### src/rtl/addsub_result_stage_if.sv
// Handshake bundle between the add/sub unit, the result stage and its consumer.
// The stage itself uses the slave view; the producer/consumer side uses master.
interface addsub_result_stage_if #(
   parameter int OVF_CNT_W = 8
);
   logic                 in_valid;
   logic                 in_ready;
   logic [3:0]           in_sum;
   logic                 in_cout;
   logic                 in_sub;
   logic                 in_a_msb;
   logic                 in_b_msb;
   logic                 out_valid;
   logic                 out_ready;
   logic [3:0]           out_sum;
   logic [3:0]           out_flags;
   logic [OVF_CNT_W-1:0] ovf_count;
   logic                 ovf_clr;

   modport slave (
      input  in_valid, in_sum, in_cout, in_sub, in_a_msb, in_b_msb,
      input  out_ready, ovf_clr,
      output in_ready, out_valid, out_sum, out_flags, ovf_count
   );

   modport master (
      output in_valid, in_sum, in_cout, in_sub, in_a_msb, in_b_msb,
      output out_ready, ovf_clr,
      input  in_ready, out_valid, out_sum, out_flags, ovf_count
   );
endinterface

### src/rtl/addsub_result_stage.sv
// Result stage after the 4-bit add/sub unit: derives N/Z/C/V, buffers {sum,flags}
// in a small FIFO towards the consumer and counts signed-overflow events.
module addsub_result_stage #(
   parameter int DEPTH     = 2,
   parameter int OVF_CNT_W = 8
) (
   input  logic                 clk,
   input  logic                 rst_n,
   addsub_result_stage_if.slave bus
);
   localparam int AW = $clog2(DEPTH);
   localparam int EW = 8;

   function automatic logic [3:0] calc_flags(input logic [3:0] sum,
                                             input logic       cout,
                                             input logic       sub,
                                             input logic       a_msb,
                                             input logic       b_msb);
      logic n, z, c, v;
      n = sum[3];
      z = (sum == 4'd0);
      c = cout ^ sub;
      v = (a_msb == (b_msb ^ sub)) && (sum[3] != a_msb);
      return {n, z, c, v};
   endfunction

   function automatic logic [OVF_CNT_W-1:0] sat_inc(input logic [OVF_CNT_W-1:0] cnt);
      return (&cnt) ? cnt : cnt + 1'b1;
   endfunction

   logic [AW:0]          r_wr_ptr;
   logic [AW:0]          r_rd_ptr;
   logic [EW-1:0]        r_mem [DEPTH];
   logic                 r_init;
   logic [OVF_CNT_W-1:0] r_ovf_cnt;

   logic                 w_empty;
   logic                 w_full;
   logic                 w_in_ready;
   logic                 w_push;
   logic                 w_pop;
   logic [3:0]           w_flags;
   logic [EW-1:0]        w_head;

   // Input side: flags are derived combinationally and stored with the sum
   assign w_flags    = calc_flags(bus.in_sum, bus.in_cout, bus.in_sub,
                                  bus.in_a_msb, bus.in_b_msb);
   assign w_empty    = (r_wr_ptr == r_rd_ptr);
   assign w_full     = (r_wr_ptr[AW] != r_rd_ptr[AW]) &&
                       (r_wr_ptr[AW-1:0] == r_rd_ptr[AW-1:0]);
   assign w_in_ready = r_init && !w_full;
   assign w_push     = bus.in_valid && w_in_ready;
   assign w_pop      = !w_empty && bus.out_ready;

   always_ff @(posedge clk or negedge rst_n) begin
      if (!rst_n) begin
         r_init    <= 1'b0;
         r_wr_ptr  <= '0;
         r_rd_ptr  <= '0;
         r_ovf_cnt <= '0;
      end else begin
         r_init <= 1'b1;
         if (w_push) r_wr_ptr <= r_wr_ptr + 1'b1;
         if (w_pop)  r_rd_ptr <= r_rd_ptr + 1'b1;
         if (bus.ovf_clr)
            r_ovf_cnt <= '0;
         else if (w_push && w_flags[0])
            r_ovf_cnt <= sat_inc(r_ovf_cnt);
      end
   end

   // Storage holds data only; validity is carried entirely by the pointers
   always_ff @(posedge clk) begin
      if (w_push) r_mem[r_wr_ptr[AW-1:0]] <= {bus.in_sum, w_flags};
   end

   // Output side: head entry is gated to zero whenever nothing is valid
   assign w_head        = r_mem[r_rd_ptr[AW-1:0]];
   assign bus.in_ready  = w_in_ready;
   assign bus.out_valid = !w_empty;
   assign bus.out_sum   = w_empty ? 4'd0 : w_head[7:4];
   assign bus.out_flags = w_empty ? 4'd0 : w_head[3:0];
   assign bus.ovf_count = r_ovf_cnt;

endmodule

### src/flat_wrapper.sv
// flat-port wrapper written by rule: the top's interface ports become plain ports
module addsub_result_stage_flat 
#(
   parameter int DEPTH     = 2,
   parameter int OVF_CNT_W = 8
)
  (clk, rst_n, bus_in_valid, bus_in_sum, bus_in_cout, bus_in_sub, bus_in_a_msb, bus_in_b_msb, bus_out_ready, bus_ovf_clr, bus_in_ready, bus_out_valid, bus_out_sum, bus_out_flags, bus_ovf_count);
  addsub_result_stage_if #(.OVF_CNT_W(OVF_CNT_W)) bus_i ();
  input  logic clk;
  input  logic rst_n;
  input wire logic [$bits(bus_i.in_valid)-1:0] bus_in_valid;
  input wire logic [$bits(bus_i.in_sum)-1:0] bus_in_sum;
  input wire logic [$bits(bus_i.in_cout)-1:0] bus_in_cout;
  input wire logic [$bits(bus_i.in_sub)-1:0] bus_in_sub;
  input wire logic [$bits(bus_i.in_a_msb)-1:0] bus_in_a_msb;
  input wire logic [$bits(bus_i.in_b_msb)-1:0] bus_in_b_msb;
  input wire logic [$bits(bus_i.out_ready)-1:0] bus_out_ready;
  input wire logic [$bits(bus_i.ovf_clr)-1:0] bus_ovf_clr;
  output wire logic [$bits(bus_i.in_ready)-1:0] bus_in_ready;
  output wire logic [$bits(bus_i.out_valid)-1:0] bus_out_valid;
  output wire logic [$bits(bus_i.out_sum)-1:0] bus_out_sum;
  output wire logic [$bits(bus_i.out_flags)-1:0] bus_out_flags;
  output wire logic [$bits(bus_i.ovf_count)-1:0] bus_ovf_count;
  assign bus_i.in_valid = bus_in_valid;
  assign bus_i.in_sum = bus_in_sum;
  assign bus_i.in_cout = bus_in_cout;
  assign bus_i.in_sub = bus_in_sub;
  assign bus_i.in_a_msb = bus_in_a_msb;
  assign bus_i.in_b_msb = bus_in_b_msb;
  assign bus_i.out_ready = bus_out_ready;
  assign bus_i.ovf_clr = bus_ovf_clr;
  assign bus_in_ready = bus_i.in_ready;
  assign bus_out_valid = bus_i.out_valid;
  assign bus_out_sum = bus_i.out_sum;
  assign bus_out_flags = bus_i.out_flags;
  assign bus_ovf_count = bus_i.ovf_count;
  addsub_result_stage #(.DEPTH(DEPTH), .OVF_CNT_W(OVF_CNT_W)) u_core (.clk(clk), .rst_n(rst_n), .bus(bus_i));
endmodule
### config.mk
export PLATFORM = sky130hd
export DESIGN_NAME = addsub_result_stage_flat
export DESIGN_NICKNAME = d
export VERILOG_FILES = /design/src/rtl/addsub_result_stage_if.sv /design/src/rtl/addsub_result_stage.sv /design/src/flat_wrapper.sv
export SDC_FILE = /design/constraint.sdc
export NUM_CORES = 1
export LEC_CHECK = 0
export BUFFER_PORTS_ARGS = -buffer_cell sky130_fd_sc_hd__buf_2
export CAP_MARGIN = 10
export CORE_ASPECT_RATIO = 1.1
export CORE_MARGIN = 4
export CORE_UTILIZATION = 52
export DETAILED_ROUTE_END_ITERATION = 8
export PLACE_DENSITY = 0.85
export SLEW_MARGIN = 10
export SYNTH_ARGS = -nofsm -noshare
export SYNTH_HDL_FRONTEND = slang
export SYNTH_SLANG_ARGS = --single-unit
### constraint.sdc
create_clock -name clk -period 2.38 [get_ports clk]
set_clock_uncertainty 0.05 [all_clocks]
set_input_delay 0.119 -clock clk [delete_from_list [all_inputs] [get_ports clk]]
set_output_delay 0.119 -clock clk [all_outputs]
set_load 0.05 [all_outputs]
==> flow_metrics.env <==
export IMPL_status="finished, final reports clean"
export IMPL_finalWeightedCongestion=0.819
export IMPL_ant_nets=0
export IMPL_finalSetupTns_ns=0
export IMPL_cts_resized=0
export IMPL_nFillCells=222
export IMPL_grtUsageTotal=0.153
export IMPL_drtPass1Iterations=5
export IMPL_port_buffers=30
export IMPL_grt_overflow=0
export IMPL_p_per_area_nw_per_um2=1180
export IMPL_remaining_drc_errors=0
export IMPL_maxSlewViolCount=0
export IMPL_drive_gt1_frac=0.318
export IMPL_diodes=0
export IMPL_max_freq_mhz=568
export IMPL_cts_max_level=1
export IMPL_cts_sinks=27
export IMPL_die_w_um=57.0
export IMPL_synth_seq_cells=27
export IMPL_relSlewSlack=0.649
export IMPL_cp_max_fo=7
export IMPL_hold_ws_ns=0.0179
export IMPL_grt_max_degree=16
export IMPL_ctsHoldBuffers=5
export IMPL_max_cap_violations=0
export IMPL_fp_dieArea_um2=3530
export IMPL_worstMarginPinSlew_ns=0.524
export IMPL_finalSetupViolations=0
export IMPL_yosys_cell_types_count=33
export IMPL_via_count=954
export IMPL_syn_cell_area_um2=1370
export IMPL_synthArstFlopShare=0.481
export IMPL_start_util=0.545
export IMPL_drt_wl_total_um=2480
export IMPL_numCtsBuffers=3
export IMPL_synth_nets=128
export IMPL_avgSynthCellArea_um2=12.1
export IMPL_yosysWarnings=0
export IMPL_layout_setup_ws_ns=0.619
export IMPL_ys_flop_type="edfxtp_1"
export IMPL_area_delta_synth_final_pct=18.5
export IMPL_num_rows=19
export IMPL_rsz0062_at_grt="no"
export IMPL_synth_seq_area_share=0.543
export IMPL_die_h_um=61.9
export IMPL_crit_path_end_kind="flip-flop"
export IMPL_ios=31
export IMPL_p_leak_nw=0.723
export IMPL_startpoint_type="input pin"
export IMPL_clockBufferDepth=2
export IMPL_hpwlAfterDp_um=1830
export IMPL_antenna_found_initial=0
export IMPL_core_area_um2=2520
export IMPL_dp_slack_ns=0.644
export IMPL_grt_pass1_wl_um=4200
export IMPL_cts_tree="yes"
export IMPL_min_period_ns=1.76
export IMPL_final_common_cell="buf_2"
export IMPL_min_period_over_period=0.740
export IMPL_finalHoldViolations=0
export IMPL_fin_nets=166
export IMPL_synth_cells=114
export IMPL_clk_latency_ns=0.31
export IMPL_viasPerCell=5.24
export IMPL_final_cell_mix="buf_2 (30), nor2_1 (17), edfxtp_1 (14)"
export IMPL_clkTransAtPathRegs_ns=0.14
export IMPL_post_cts_setup_buffers=0
export IMPL_drt_iter0_markers=38
export IMPL_clockRootBuffer="clkbuf_4"
export IMPL_cp_required_ns=2.54
export IMPL_wl_per_cell_um=13.6
export IMPL_cp_arrival_ns=1.93
export IMPL_worstSetupPathType="input pin to flip-flop"
export IMPL_synth_edf_count=14
export IMPL_irDropWorstVdd_mv=0.958
export IMPL_hold_path_class="input pin to flip-flop"
export IMPL_grt_pass1_vias=978
-- worst max-delay path, cell delays in order --
cell and delay [ns]:
dlygate4sd3_1 0.54, buf_2 0.15, nand2b_1 0.14, mux2_4 0.33
nor4_2 0.29, mux2_1 0.35
-- cell type report --
| type | instances | area (um^2) | share of cell area |
|---|---|---|---|
| well taps | 31 | 38.8 | 0.0238 |
| clock inverters | 1 | 5.00 | 0.00307 |
| repair buffers | 37 | 215 | 0.132 |
| flip-flops and latches | 27 | 746 | 0.458 |
| inverters | 4 | 15.0 | 0.00922 |
| clock buffers | 3 | 22.5 | 0.0138 |
| multi-input cells | 79 | 586 | 0.360 |
-- sequential cells by signal, summed over array words and instances (netlist names) --
register and flops:
u_core.r_init 1, u_core.r_rd_ptr 2, u_core.r_wr_ptr 2, u_core.bus.ovf_count 8, u_core.r_mem 14
-- power breakdown --
group	switching, mW	leakage, nW	internal (mW)
Sequential	0.0529	0.299	0.578
Clock	0.124	0.0177	0.0628
Combinational	0.800	0.406	0.301
Total	0.978	0.723	0.942
-- metal layers --
layer | global-route usage | part of all wire | vias up
met5 | 0 | 0 | -
met1 | 0.193 | 0.43 | 456
met2 | 0.269 | 0.52 | 23
li1 | - | - | 471
met3 | 0.0207 | 0.043 | 4
met4 | 0.0662 | 0.011 | 0
-- Yosys cell counts, drive strengths merged, types with 3 or more instances --
master	instances	area, um^2
buf	3	23.8
dfrtp	13	325
edfxtp	14	420
inv	4	15.0
mux2	6	71.3
mux2i	8	80.1
nand2	6	22.5
nand2b	4	25.0
nand3	4	20.0
nor2	17	63.8
nor2b	6	37.5
nor3	3	31.3
nor4	4	43.8
xnor2	6	60.1
xor2	3	26.3
-- final timing paths --
path	start	end	slack (ns)	depth (start not counted)
max in group asynchronous	rst_n	u_core.bus.ovf_count[1]	1.91	2
min in group asynchronous	rst_n	u_core.bus.ovf_count[4]	0.15	2
worst max register to register	u_core.bus.ovf_count[0]	u_core.bus.ovf_count[0]	0.64	5
worst min-delay path	bus_out_ready	u_core.r_rd_ptr[0]	0.02	3
worst max-delay path	bus_in_sum[3]	u_core.bus.ovf_count[3]	0.62	6
worst min register to register	u_core.r_wr_ptr[1]	u_core.r_wr_ptr[1]	0.48	1
-- cell families after synthesis --
group / after synthesis / share of synthesized area
xor gates and xnor gates: 9 / 0.0628
muxes: 14 / 0.110
buffers and inverters: 8 / 0.0310
AOI/OAI and AO/OA: 8 / 0.0473
and+or+nand+nor: 46 / 0.194
other: 1 / 0.00273
DFF: 27 / 0.543
adders and majority gates: 1 / 0.00911
-- per-stage QoR --
stage | util | power [mW] | cells | cell area, um^2
finish | 0.646 | 1.92 | 182 | 1630
global route | 0.646 | 2.02 | 182 | 1630
CTS | 0.646 | 1.95 | 182 | 1630
detailed placement | 0.615 | 1.75 | 173 | 1550
global placement | 0.615 | 1.73 | 173 | 1550
floorplan | - | 1.56 | 114 | 1370
No activity file was read; power rests on OpenSTA's default activity.
